File: src/rtl/mem_stage.sv
// ============================================================================
// mem_stage : MEM pipeline stage - load alignment, per-byte write enables,
//             MS->WS bus and MEM forward/block bus for decode.
// Revision  : 1.0
// ============================================================================
`default_nettype none

module mem_stage #(
  parameter int ES_TO_MS_BUS_WD   = 78,
  parameter int MS_TO_WS_BUS_WD   = 73,
  parameter int MS_FWD_BLK_BUS_WD = 42
) (
  input  logic                         clk,
  input  logic                         reset,
  input  logic                         ws_allowin,
  output logic                         ms_allowin,
  input  logic                         es_to_ms_valid,
  input  logic [ES_TO_MS_BUS_WD-1:0]   es_to_ms_bus,
  input  logic [31:0]                  data_sram_rdata,
  output logic                         ms_to_ws_valid,
  output logic [MS_TO_WS_BUS_WD-1:0]   ms_to_ws_bus,
  output logic [MS_FWD_BLK_BUS_WD-1:0] ms_fwd_blk_bus
);

  logic                       ms_valid_q;
  logic [ES_TO_MS_BUS_WD-1:0] ms_bus_q;
  logic                       rdata_held_q;
  logic [31:0]                rdata_buf_q;
  logic                       ms_ready_go;

  logic        op_lb, op_lbu, op_lh, op_lhu, op_lw, op_lwl, op_lwr;
  logic        res_from_mem, gr_we;
  logic [4:0]  dest;
  logic [31:0] exe_result, pc;
  logic [1:0]  addr_lo;

  logic [31:0] rdata;
  logic [7:0]  byte_sel;
  logic [15:0] half_sel;
  logic [31:0] load_res;
  logic [3:0]  load_we;
  logic [31:0] final_result;
  logic [3:0]  rf_we;

  assign {op_lb, op_lbu, op_lh, op_lhu, op_lw, op_lwl, op_lwr,
          res_from_mem, gr_we, dest, exe_result, pc} = ms_bus_q;
  assign addr_lo = exe_result[1:0];

  assign ms_ready_go    = 1'b1;
  assign ms_allowin     = !ms_valid_q || (ms_ready_go && ws_allowin);
  assign ms_to_ws_valid = ms_valid_q && ms_ready_go;

  always_ff @(posedge clk) begin
    if (reset) begin
      ms_valid_q <= 1'b0;
    end else if (ms_allowin) begin
      ms_valid_q <= es_to_ms_valid;
    end
  end

  always_ff @(posedge clk) begin
    if (es_to_ms_valid && ms_allowin) begin
      ms_bus_q <= es_to_ms_bus;
    end
  end

  // SRAM data is only valid in the first MEM cycle; hold it across a stall.
  always_ff @(posedge clk) begin
    if (reset || ms_allowin) begin
      rdata_held_q <= 1'b0;
    end else if (ms_valid_q && !rdata_held_q && !ws_allowin) begin
      rdata_held_q <= 1'b1;
      rdata_buf_q  <= data_sram_rdata;
    end
  end

  assign rdata = rdata_held_q ? rdata_buf_q : data_sram_rdata;

  always_comb begin
    byte_sel = rdata[7:0];
    case (addr_lo)
      2'd0: byte_sel = rdata[7:0];
      2'd1: byte_sel = rdata[15:8];
      2'd2: byte_sel = rdata[23:16];
      2'd3: byte_sel = rdata[31:24];
      default: byte_sel = rdata[7:0];
    endcase
    half_sel = addr_lo[1] ? rdata[31:16] : rdata[15:0];
  end

  always_comb begin
    load_res = rdata;
    load_we  = 4'b1111;
    if (op_lb) begin
      load_res = {{24{byte_sel[7]}}, byte_sel};
    end else if (op_lbu) begin
      load_res = {24'b0, byte_sel};
    end else if (op_lh) begin
      load_res = {{16{half_sel[15]}}, half_sel};
    end else if (op_lhu) begin
      load_res = {16'b0, half_sel};
    end else if (op_lwl) begin
      case (addr_lo)
        2'd0: begin load_res = {rdata[7:0], 24'b0};  load_we = 4'b1000; end
        2'd1: begin load_res = {rdata[15:0], 16'b0}; load_we = 4'b1100; end
        2'd2: begin load_res = {rdata[23:0], 8'b0};  load_we = 4'b1110; end
        default: begin load_res = rdata;             load_we = 4'b1111; end
      endcase
    end else if (op_lwr) begin
      case (addr_lo)
        2'd0: begin load_res = rdata;                 load_we = 4'b1111; end
        2'd1: begin load_res = {8'b0, rdata[31:8]};   load_we = 4'b0111; end
        2'd2: begin load_res = {16'b0, rdata[31:16]}; load_we = 4'b0011; end
        default: begin load_res = {24'b0, rdata[31:24]}; load_we = 4'b0001; end
      endcase
    end else if (op_lw) begin
      load_res = rdata;
    end
  end

  always_comb begin
    if (res_from_mem) begin
      final_result = load_res;
      rf_we        = gr_we ? load_we : 4'b0000;
    end else begin
      final_result = exe_result;
      rf_we        = {4{gr_we}};
    end
  end

  assign ms_to_ws_bus   = {rf_we, dest, final_result, pc};
  // Loads resolve here, so decode never needs to block on this stage.
  assign ms_fwd_blk_bus = {{4{ms_valid_q}} & rf_we, dest, final_result, 1'b0};

endmodule

`default_nettype wire
File: config.mk
export PLATFORM = sky130hd
export DESIGN_NAME = mem_stage
export DESIGN_NICKNAME = d
export VERILOG_FILES = /design/src/rtl/mem_stage.sv
export SDC_FILE = /design/constraint.sdc
export NUM_CORES = 1
export LEC_CHECK = 0
export ABC_AREA = 1
export BUFFER_PORTS_ARGS = -buffer_cell sky130_fd_sc_hd__buf_2
export CORE_MARGIN = 3
export CORE_UTILIZATION = 34
export CTS_CLUSTER_SIZE = 12
export DETAILED_ROUTE_END_ITERATION = 8
export PLACE_DENSITY = 0.54
export SLEW_MARGIN = 20
export SYNTH_ARGS = -nofsm -noshare
export SYNTH_HDL_FRONTEND = slang
export SYNTH_SLANG_ARGS = --single-unit
File: constraint.sdc
create_clock -name clk -period 7.2 [get_ports clk]
set_input_delay 1.08 -clock clk [delete_from_list [all_inputs] [get_ports clk]]
set_output_delay 1.08 -clock clk [all_outputs]
set_load 0.03 [all_outputs]
Yosys cells after proc, flatten, opt, wreduce, memory -nomap -nowiden

Index checks and enable logic that the tools add are counted.

Flip-flop bits (word level): 112
Input port bits: 114
Output and inout port bits: 117
Logic and storage cells: 41

Equality and inequality tests: 3
Mux-type cells: 22
Bitwise operators: 2
Reductions and logical operators: 10

Operators by type and width:

| cell                 | count |
|---|---|
| $mux W32             | 8 |
| $pmux W32 S3         | 2 |
| $mux W4              | 8 |
| $pmux W8 S4          | 1 |
| $mux W16             | 1 |
| $pmux W4 S3          | 1 |
| $pmux W3 S3          | 1 |
| $and A4 B4 Y4        | 1 |
| $eq A2 B2 Y1 const B | 2 |
| $logic_and A1 B1 Y1  | 3 |
| $logic_not A1 Y1     | 3 |
| $eq A2 B1 Y1 const B | 1 |
| $logic_not A2 Y1     | 1 |
| $logic_or A1 B1 Y1   | 2 |
| $reduce_and A2 Y1    | 1 |
| $not A1 Y1           | 1 |

Longest topological paths before layout

Gate-level depths: netlist of the first run.

Depth in word-level cells: 11
Depth in mapped cells: 15

Worst setup path before layout of the first run

OpenSTA, ideal clock, no wires.

Kind: input-to-reg
From: input es_to_ms_valid
To: register ms_bus_q[0] (enable)
Setup time: 0.537 ns
Arrival time: 4.849 ns
Data required time: 6.663 ns
Path slack: 1.813 ns
Stages: 2
Buffers on the path: 0
Cells stage by stage: inv_1 > a21oi_1

Longest elaborated chain between the ends: 1

Ends and longest elaborated chain:

| element                | RTL line | source |
|---|---|---|
| start: declaration     | 17       | `input logic es_to_ms_valid,` |
| $logic_and A1 B1 Y1    | 62       | `if (es_to_ms_valid && ms_allowin) begin` |
| end signal: assignment | 63       | `ms_bus_q <= es_to_ms_bus;` |
| end: declaration       | 26       | `logic [ES_TO_MS_BUS_WD-1:0] ms_bus_q;` |

Every way passes these cells.
A chain may end at the register's enable or synchronous reset.

Worst setup path in the final report of the first run

From: register ms_bus_q[71]
To: output ms_to_ws_bus[52]

Longest elaborated chain between the ends: 7

Ends and longest elaborated chain:

| element          | RTL line | source |
|---|---|---|
| $mux W32         | 109      | `end else if (op_lwr) begin` |
| $mux W32         | 102      | `end else if (op_lwl) begin` |
| $mux W32         | 100      | `end else if (op_lhu) begin` |
| $mux W32         | 98       | `end else if (op_lh) begin` |
| $mux W32         | 96       | `end else if (op_lbu) begin` |
| $mux W32         | 94       | `if (op_lb) begin` |
| $mux W32         | 122      | `if (res_from_mem) begin` |
| end: declaration | 21       | `output logic [MS_TO_WS_BUS_WD-1:0] ms_to_ws_bus,` |

Every way passes these cells.

==> results of run 1 <==
## Yosys cell counts, drive strengths merged, types with 2 or more instances
| library cell | number | area, sq um |
|---|---|---|
| a31oi | 11 | 68.82 |
| nor3 | 3 | 26.28 |
| nor2 | 40 | 201.4 |
| nand2 | 337 | 1272 |
| o21ai | 52 | 264.0 |
| and2 | 3 | 18.77 |
| nand3 | 39 | 195.2 |
| o211ai | 2 | 15.01 |
| o22ai | 2 | 12.51 |
| clkinv | 3 | 11.26 |
| buf | 102 | 778.3 |
| o21bai | 6 | 45.04 |
| clkbuf | 10 | 37.54 |
| inv | 61 | 229.0 |
| a21oi | 65 | 344.1 |
| nand4 | 4 | 25.02 |
| dfxtp | 2 | 40.04 |
| edfxtp | 109 | 3273 |
## sequential cells by signal, summed over array words and instances, names as in the netlist
signal	cells
rdata_buf_q	32
ms_bus_q	77
ms_to_ws_valid	1
rdata_held_q	1
## cell families (layout without fill, tap and decap cells)
| kind of cell | Yosys count | count (layout) | synth area share, % |
|---|---|---|---|
| AOI/OAI and AO/OA | 138 | 138 | 10.91 |
| buffers and inverters | 176 | 314 | 15.37 |
| DFF | 111 | 111 | 48.23 |
| other | 1 | 1 | 0.05459 |
| and+or+nand+nor | 427 | 427 | 25.43 |
## how the worst max path moves through the flow
stage | to | slack (ps) | cells after the start
final | ms_to_ws_bus[52] | 2790 | 12
after global routing | ms_to_ws_bus[52] | 2620 | 12
after floorplan | ms_bus_q[0]$_DFFE_PP_ | 1810 | 2
after CTS | ms_to_ws_bus[52] | 2840 | 12
after global placement | ms_fwd_blk_bus[21] | 3160 | 10
after detailed placement | ms_to_ws_bus[52] | 3130 | 10
## final cells by class
| class | count | area, sq um |
|---|---|---|
| Fill cell | 2067 | 11760 |
| Sequential cell | 111 | 3313 |
| Multi-Input combinational cell | 566 | 2516 |
| Timing Repair Buffer | 234 | 1186 |
| Tap cell | 265 | 331.6 |
| Inverter | 64 | 240.2 |
| Clock buffer | 9 | 225.2 |
| Clock inverter | 7 | 77.57 |
## critical path, cell delays in order, from the launching register on
cell      delay [ps]
edfxtp_1         670
inv_1            470
nor2_2           700
inv_2            230
nand2_1          110
nand3_1           90
nand2_1           90
inv_1             40
nand2_1           50
nand2_1           50
nand2_1          110
a21oi_1          120
buf_2            230
## power by group
group          switching (mW)  total [mW]  internal (mW)
Sequential             0.0122       0.758          0.746
Combinational           0.313       0.429          0.116
Clock                   0.260       0.507          0.247
Total                   0.585        1.69           1.11
## layer usage
metal  up-vias  track usage, %  routed length [um]
met5         -               0                   0
met4         0           4.758                 344
met3        20           4.327                1705
met2       281           31.51               10220
met1      2793           25.75                9095
li1       2981               -                   -
==> metrics.txt, run 1 <==
Synth Flop Type edfxtp_1; Max Fclk between 200 and 250 MHz; routed vias/inst a little under 5; GRT Util Overall a little under a fifth; Setup CP Type reg2out; Pwr Density 214.7 mW/mm^2; register area share after synthesis between 40% and 50%; area growth from synthesis to layout 14.86%; clk slew on worst S/H paths 80 ps; status completed; commonest non-fill, non-tap cell in the layout nand2_1; fin area just under 0.008 sq mm; number of I/O port buffers between 200 and 250; # diodes 0; YS warnings 0; pin count of the biggest net entering global routing just under 80; Final Worst Setup Slack roughly 2800 ps; skew final 5.497 ps; Pre-antenna DRT Iters 5; CTS tree built; commonest cells after routing, fill and taps aside nand2_1 (334), buf_2 (228), edfxtp_1 (109), a21oi_1 (61), inv_1 (53); crit start category flip-flop; Critical Path AT approximately 3300 ps; clock root buffer clkbuf_16; HP Class reg2reg; CTS Buffer Depth 2; hold_sp ms_to_ws_valid$_SDFFE_PP0P_; htree depth 3; Worst Reg-to-Reg Cells 2; Final setup viols 0; placed cells between 1000 and 1500; fin. max-slew vios 0; antenna violations before repair 0; final WL 21.36 mm; post-cts resize count 0; mean area per synthesized cell just over 8 sq um; post-CTS setup buffer count 0; Tmin final ~4400 ps; Die Wd around 150 um; Layout Nets 1100; Fin. Hold Viols 0; reg2reg setup slack about 5400 ps; crit-path max FO 16; wire per inst approximately 17 um; Worst Hold Path EP rdata_held_q$_SDFFE_PN0P_; routability cong. 0.9245; Initial Util 34.95%; RSZ-0062 raised after global routing false; pre-CTS setup slack 3126 ps; Post-synth EDFFs between 100 and 150; CP endpoint kind output pin; final hold slack approximately 700 ps; Net Count, Synth 967; DP HPWL about 16 mm; Die Height ~150 um; Cell Area, Synth about 0.0069 sq mm; Netlist cell types 33; Rel. slew slack about a third; via count 6075; row count a little over 50; fin util ~40%; die area approximately 0.022 sq mm; period utilization between 60 and 70%; fraction of layout cells with a size suffix above 1 27.75%; Iter 0 DRT Violations just under 600; worst path required time approximately 6000 ps; Setup TNS 0 ps; Leakage 3.655 nW; VDD IR max roughly 0.12 mV; first-pass GRT wire length 32.29 mm; clock sinks 111; antenna-violating nets left 0; worst skew pair latency 350 ps; slew of the pin with the lowest slew margin between 900 and 1000 ps; # hold bufs at CTS 0; total gr overflow 0; asr flop ratio synth 0%; worst setup path start ms_bus_q[71]$_DFFE_PP_; core area 0.01965 sq mm; gate count of the mapped netlist 853; FF-to-FF End ms_bus_q[35]$_DFFE_PP_; TritonCTS buffer count 9; Seq cells post-synth approximately 110; max-cap viol count 0; WHS Path Cells 2; I/O pin count ~230; Post-route DRC 0; worst reg2reg startpoint ms_to_ws_valid$_SDFFE_PP0P_; vias in the first global route between 5000 and 6000; Finished Layout Cells 1256; total chip power about 1.7 mW; placed instance area around 0.0076 sq mm
Note: power is estimated with default switching activity, not from simulation.
==> run 2: changes to the inputs <==
clock period = 4.3 ns   (was 7.2 ns; I/O delays follow)
==> run 2 against run 1 <==
Effect of this change:
- final area is 1.1% higher
- largest power group unchanged
- critical path depth is 4 lower
- flip-flop and latch count stayed put
- routed wire length is 3.0% higher
- clock skew is 2.2 ps higher
- clock power is 67% higher
- die area stayed put
- sequential share of layout area is 0.46 points lower
- via count is 0.53% lower
- setup slack worse by 2200 ps
- global-route usage is 1.1 points higher
==> metrics.txt, run 2 (synthesized netlist as in run 1, its figures left out) <==
status completed; total gr overflow 0 (unchanged); final hold slack 449.0 ps (-241.2 ps); Initial Util 34.95% (unchanged); # hold bufs at CTS 0 (unchanged); I/O pin count 231 (unchanged); via count 6043 (-0.53%); HP Class in2reg; Max Fclk about 270 MHz; TritonCTS buffer count 9 (unchanged); Rel. slew slack 39.53% (+6.0 points); CP endpoint kind output pin; CTS Buffer Depth 2 (unchanged); antenna violations before repair 0 (unchanged); WHS Path Cells 1 (-1); post-cts resize count 0 (unchanged); largest registers ms_bus_q: 77 flops, rdata_buf_q: 32 flops; area growth from synthesis to layout 16.14%; pre-CTS setup slack 1018 ps (-2108 ps); Iter 0 DRT Violations 619 (+5.3%); worst skew pair latency 360 ps (about the same); CTS tree built; slew of the pin with the lowest slew margin 907.1 ps (-90.50 ps); Tmin final around 3700 ps; fraction of layout cells with a size suffix above 1 28.61% (+0.86 points); max-cap viol count 0 (unchanged); Critical Path AT 3020 ps (-310 ps); placed cells 1252 (+0.97%); Leakage 3.719 nW (+1.7%); Largest register FFs 77 (unchanged); routability cong. 0.9572 (+3.5%); Die Height 148.1 um (unchanged); clock root buffer clkbuf_16; pin count of the biggest net entering global routing 72 (-7.7%); die area 0.02194 sq mm (unchanged); VDD IR max 0.1960 mV (+60%); antenna-violating nets left 0 (unchanged); Post-route DRC 0 (unchanged); clk slew on worst S/H paths 80 ps (about the same); Setup TNS 0 ps (unchanged); commonest cells after routing, fill and taps aside nand2_1 (334), buf_2 (228), edfxtp_1 (109), a21oi_1 (61), inv_1 (53); crit start category flip-flop; Filler cells 2113 (+2.2%); clock sinks 111 (unchanged); skew final 7.741 ps (+2.244 ps); # diodes 0 (unchanged); GRT Util Overall 20.21% (+1.1 points); Layout Nets 1112 (+1.1%); commonest non-fill, non-tap cell in the layout nand2_1; Finished Layout Cells 1268 (+0.96%); number of I/O port buffers 228 (unchanged); htree depth 3 (unchanged); Setup CP Type reg2out; Final setup viols 0 (unchanged); core area 0.01965 sq mm (unchanged); RSZ-0062 raised after global routing false; Die Wd 148.1 um (unchanged); Fin. Hold Viols 0 (unchanged); Pwr Density 356.6 mW/mm^2 (+66%); Final Worst Setup Slack 634.3 ps (-2159 ps); period utilization between 80% and 90%; fin util 40.59% (+0.45 points); post-CTS setup buffer count 0 (unchanged); row count 51 (unchanged); routed vias/inst 4.766 (-1.5%); final WL 22.01 mm (+3.0%); fin. max-slew vios 0 (unchanged); Worst Reg-to-Reg Cells 2 (unchanged); first-pass GRT wire length 33.95 mm (+5.1%); worst path required time 3650 ps (-2470 ps); DP HPWL 16.77 mm (+4.9%); Largest Register ms_bus_q; vias in the first global route 6045 (+4.4%); crit-path max FO 24 (+8); Pre-antenna DRT Iters 5 (unchanged); wire per inst 17.36 um (+2.1%)
==> run 2: changes by cell type in the layout (fill, tap and decap cells not counted), sizes merged <==
cell and change:
clkinvlp -1, clkinv +1, buf +12
==> run 2: routing by layer <==
metal | vias to the layer above | track usage (%) | part of all wire [%]
met3 | 26 | 4.509 | 7.8
met2 | 288 | 33.73 | 48
met1 | 2730 | 26.30 | 42
met4 | 0 | 6.374 | 2.1
met5 | - | 0 | 0
li1 | 2999 | - | -
==> run 2: report_power, final <==
group / internal [mW] / total, mW / leakage [nW] / switching [mW]
Clock: 0.412 / 0.845 / 0.148 / 0.433
Combinational: 0.202 / 0.724 / 2.52 / 0.523
Sequential: 1.25 / 1.27 / 1.05 / 0.0261
==> run 2: path summary, 6_finish.rpt <==
check	startpoint	endpoint	slack (ps)
worst min register to register	ms_to_ws_valid$_SDFFE_PP0P_	rdata_held_q$_SDFFE_PN0P_	720
worst max register to register	ms_to_ws_valid$_SDFFE_PP0P_	ms_bus_q[35]$_DFFE_PP_	2430
worst min-delay path	es_to_ms_bus[22]	ms_bus_q[22]$_DFFE_PP_	450
worst max-delay path	ms_bus_q[33]$_DFFE_PP_	ms_fwd_blk_bus[17]	630
==> run 2: layout make-up <==
| class | instances | area, sq um | share of cell area, % |
|---|---|---|---|
| Multi-Input combinational cell | 566 | 2516 | 31.54 |
| Timing Repair Buffer | 246 | 1276 | 16.00 |
| Inverter | 64 | 240.2 | 3.011 |
| Sequential cell | 111 | 3313 | 41.53 |
| Tap cell | 265 | 331.6 | 4.156 |
| Clock buffer | 9 | 225.2 | 2.823 |
| Clock inverter | 7 | 75.07 | 0.9410 |
==> run 2: worst max-delay path: stages, from the launching register on <==
cell,delay [ps]
edfxtp_1,820
nor2_2,290
nand3_1,170
nand2_1,110
nor2_1,160
inv_2,70
a21oi_4,540
a21oi_1,270
buf_2,240
==> run 2: through the flow <==
step / area (sq um) / total power, mW
after floorplan: 6873 / 1.853
after global placement: 7677 / 2.022
after detailed placement: 7677 / 2.026
after CTS: 7978 / 2.885
after global routing: 7978 / 2.990
final: 7978 / 2.845
==> run 3: changes to the inputs <==
ABC_AREA = unset   (was 1)
CAP_MARGIN = 25   (was unset)
PLACE_DENSITY = 0.53   (was 0.54)
==> run 3 against run 2 <==
Effect of this change:
- highest routed layer unchanged
- sequential share of layout area down 1.0 points
- sequential power about the same
- synthesized area up 2.0%
- cell count down 23%
- final area up 2.7%
- critical endpoint is now ms_to_ws_bus[58]
- power up 2.3%
==> metrics.txt, run 3 <==
DP HPWL 16.09 mm (-4.1%); final hold slack 443.5 ps (-5.512 ps); clk slew on worst S/H paths 90 ps (about the same); Bufs and invs on worst path 2 (unchanged); fin. max-slew vios 0 (unchanged); Rel. slew slack 34.06% (-5.5 points); Pwr Density 355.3 mW/mm^2 (-0.37%); Flop pwr share 44.3% (-0.5 points); Layout Nets 822 (-26%); Final setup viols 0 (unchanged); YS warnings 0 (unchanged); slew of the pin with the lowest slew margin 989.0 ps (+81.97 ps); largest cells by area after synthesis edfxtp_1 (47%), buf_4 (8.6%), mux4_2 (7.7%); biggest area consumer among synthesized cells edfxtp_1; Setup CP Type reg2out; skew final 13.14 ps (+5.397 ps); GRT Util Overall 18.70% (-1.5 points); Tmin final 3998 ps (+332.1 ps); Largest Register ms_bus_q; die area 0.02236 sq mm (+1.9%); crit-path max FO 21 (-13%); worst reg2reg startpoint ms_to_ws_valid$_SDFFE_PP0P_; worst skew pair latency 360 ps (about the same); Setup TNS 0 ps (unchanged); fin util 41.26% (+0.67 points); slowest CP cell edfxtp_1; FF-to-FF End ms_bus_q[67]$_DFFE_PP_; most common cell in the netlist edfxtp_1; clock sinks 111 (unchanged); HP Class in2reg; Pre-antenna DRT Iters 5 (unchanged); Leakage 3.106 nW (-16%); commonest cells after routing, fill and taps aside buf_2 (228), edfxtp_1 (109), nor2_1 (45), mux2i_1 (26), a21oi_1 (26); register area share after synthesis 47.30% (-0.93 points); status completed; Seq cells post-synth 111 (unchanged); worst path required time 3650 ps (about the same); Final Worst Setup Slack 302.2 ps (-332.1 ps); crit start category flip-flop; largest registers ms_bus_q: 77 flops, rdata_buf_q: 32 flops; pin count of the biggest net entering global routing 78 (+8.3%); htree depth 3 (unchanged); clock root buffer clkbuf_16; number of I/O port buffers 228 (unchanged); critical path's top delay family flip-flops; worst setup path start ms_bus_q[32]$_DFFE_PP_; Iter 0 DRT Violations 433 (-30%); via count 5368 (-11%); Die Height 149.5 um (+0.94%); routed vias/inst 5.489 (+15%); Netlist cell types 53 (+61%); # diodes 0 (unchanged); commonest non-fill, non-tap cell in the layout buf_2; Die Wd 149.5 um (+0.94%); VDD IR max 0.2605 mV (+33%); Cell Area, Synth 0.007004 sq mm (+2.0%); total gr overflow 0 (unchanged); Setup crit end ms_to_ws_bus[58]; Max Fclk 250.1 MHz (-8.3%); asr flop ratio synth 0% (unchanged); Worst path max stage delay 1010 ps (+190 ps); Largest register FFs 77 (unchanged); clock power share 31.4% (+1.7 points); antenna-violating nets left 0 (unchanged); I/O pin count 231 (unchanged); CTS tree built; CP Cell Sequence buf_4, mux4_1, mux2i_1, nor3b_1, o21ai_0, a21oi_1, buf_2; CP endpoint kind output pin; Post-route DRC 0 (unchanged); net switching power 0.9448 mW (-3.8%); Post-synth EDFFs 109 (unchanged); Fin. Hold Viols 0 (unchanged); combinational share of power 24.2% (-1.3 points); RSZ-0062 raised after global routing false; area growth from synthesis to layout 16.92%; first-pass GRT wire length 32.02 mm (-5.7%); CTS Buffer Depth 2 (unchanged); mean area per synthesized cell 12.33 sq um (+53%); Worst Reg-to-Reg Cells 3 (+1); Initial Util 35.29% (+0.34 points); post-synth top area share 46.73% (-0.92 points); critical path depth in cells 7 (-1); Critical Path AT 3350 ps (+330 ps); post-CTS setup buffer count 0 (unchanged); max-cap viol count 0 (unchanged); row count 51 (unchanged); pre-CTS setup slack 587.1 ps (-431.0 ps); gate count of the mapped netlist 568 (-33%); Net Count, Synth 682 (-29%); reg2reg setup slack 2730 ps (+300 ps); core area 0.01985 sq mm (+0.97%); fraction of layout cells with a size suffix above 1 44.18% (+16 points); switching share of power 32.48% (-2.0 points); synth cell count leaders edfxtp_1 (109), buf_4 (80), nor2_1 (45); Internal 1.965 mW (+5.5%); TritonCTS buffer count 9 (unchanged); routability cong. 0.8840 (-7.6%); hold_sp es_to_ms_bus[64]; vias in the first global route 5606 (-7.3%); antenna violations before repair 0 (unchanged); Synth Flop Type edfxtp_1; wire per inst 21.60 um (+24%); final WL 21.12 mm (-4.0%); total chip power 2.909 mW (+2.3%); period utilization 92.97% (+7.7 points)
run 3: power groups by stage:
stage | Clock [mW] | Combinational [mW] | Sequential [mW]
after global placement | 0 | 0.699 | 1.31
after floorplan | 0 | 0.553 | 1.29
after CTS | 0.942 | 0.705 | 1.29
after global routing | 0.977 | 0.754 | 1.30
after detailed placement | 0 | 0.704 | 1.32
final | 0.914 | 0.705 | 1.29
run 3: cell type report:
type | count | area [sq um]
inverters | 7 | 26.28
fillers | 1932 | 11660
clock buffers | 9 | 225.2
multi-input cells | 336 | 2903
repair buffers | 243 | 1274
clock inverters | 7 | 112.6
well taps | 265 | 331.6
flip-flops and latches | 111 | 3317
run 3: per-layer routing:
| metal | vias to the layer above | share of wire, % | routed length [um] | global-route usage [%] |
|---|---|---|---|---|
| li1 | 2453 | - | - | - |
| met1 | 2645 | 40 | 8344 | 23.32 |
| met2 | 250 | 51 | 10860 | 32.58 |
| met3 | 20 | 7.4 | 1573 | 4.694 |
| met4 | 0 | 1.6 | 340 | 4.760 |
| met5 | - | 0 | 0 | 0 |
run 3: timing repair:
item | 4_1_cts | 5_1_grt
setup endpoints to repair | 0 | 2
hold buffers | 0 | 0
resized for setup | 0 | 1
run 3: logic make-up (layout without fill, tap and decap cells):
logic type	after synthesis	count (layout)	synth area share, %
other	1	1	0.05354
DFF	111	111	47.30
muxes	82	82	19.58
AOI/OAI and AO/OA	145	145	14.29
buffers and inverters	121	266	11.41
and+or+nand+nor	108	108	7.360
run 3: worst min path at each step:
| stage | end | cells past startpoint |
|---|---|---|
| after floorplan | ms_to_ws_valid$_SDFFE_PP0P_ | 1 |
| after global placement | rdata_held_q$_SDFFE_PN0P_ | 2 |
| after detailed placement | rdata_held_q$_SDFFE_PN0P_ | 2 |
| after CTS | ms_bus_q[26]$_DFFE_PP_ | 1 |
| after global routing | ms_bus_q[1]$_DFFE_PP_ | 1 |
| final | ms_bus_q[64]$_DFFE_PP_ | 1 |
run 3: stage by stage:
stage               area, sq um  cells
floorplan                  7004    568
global placement           7820    961
detailed placement         7820    961
CTS                        8158    977
global route               8189    978
finish                     8189    978
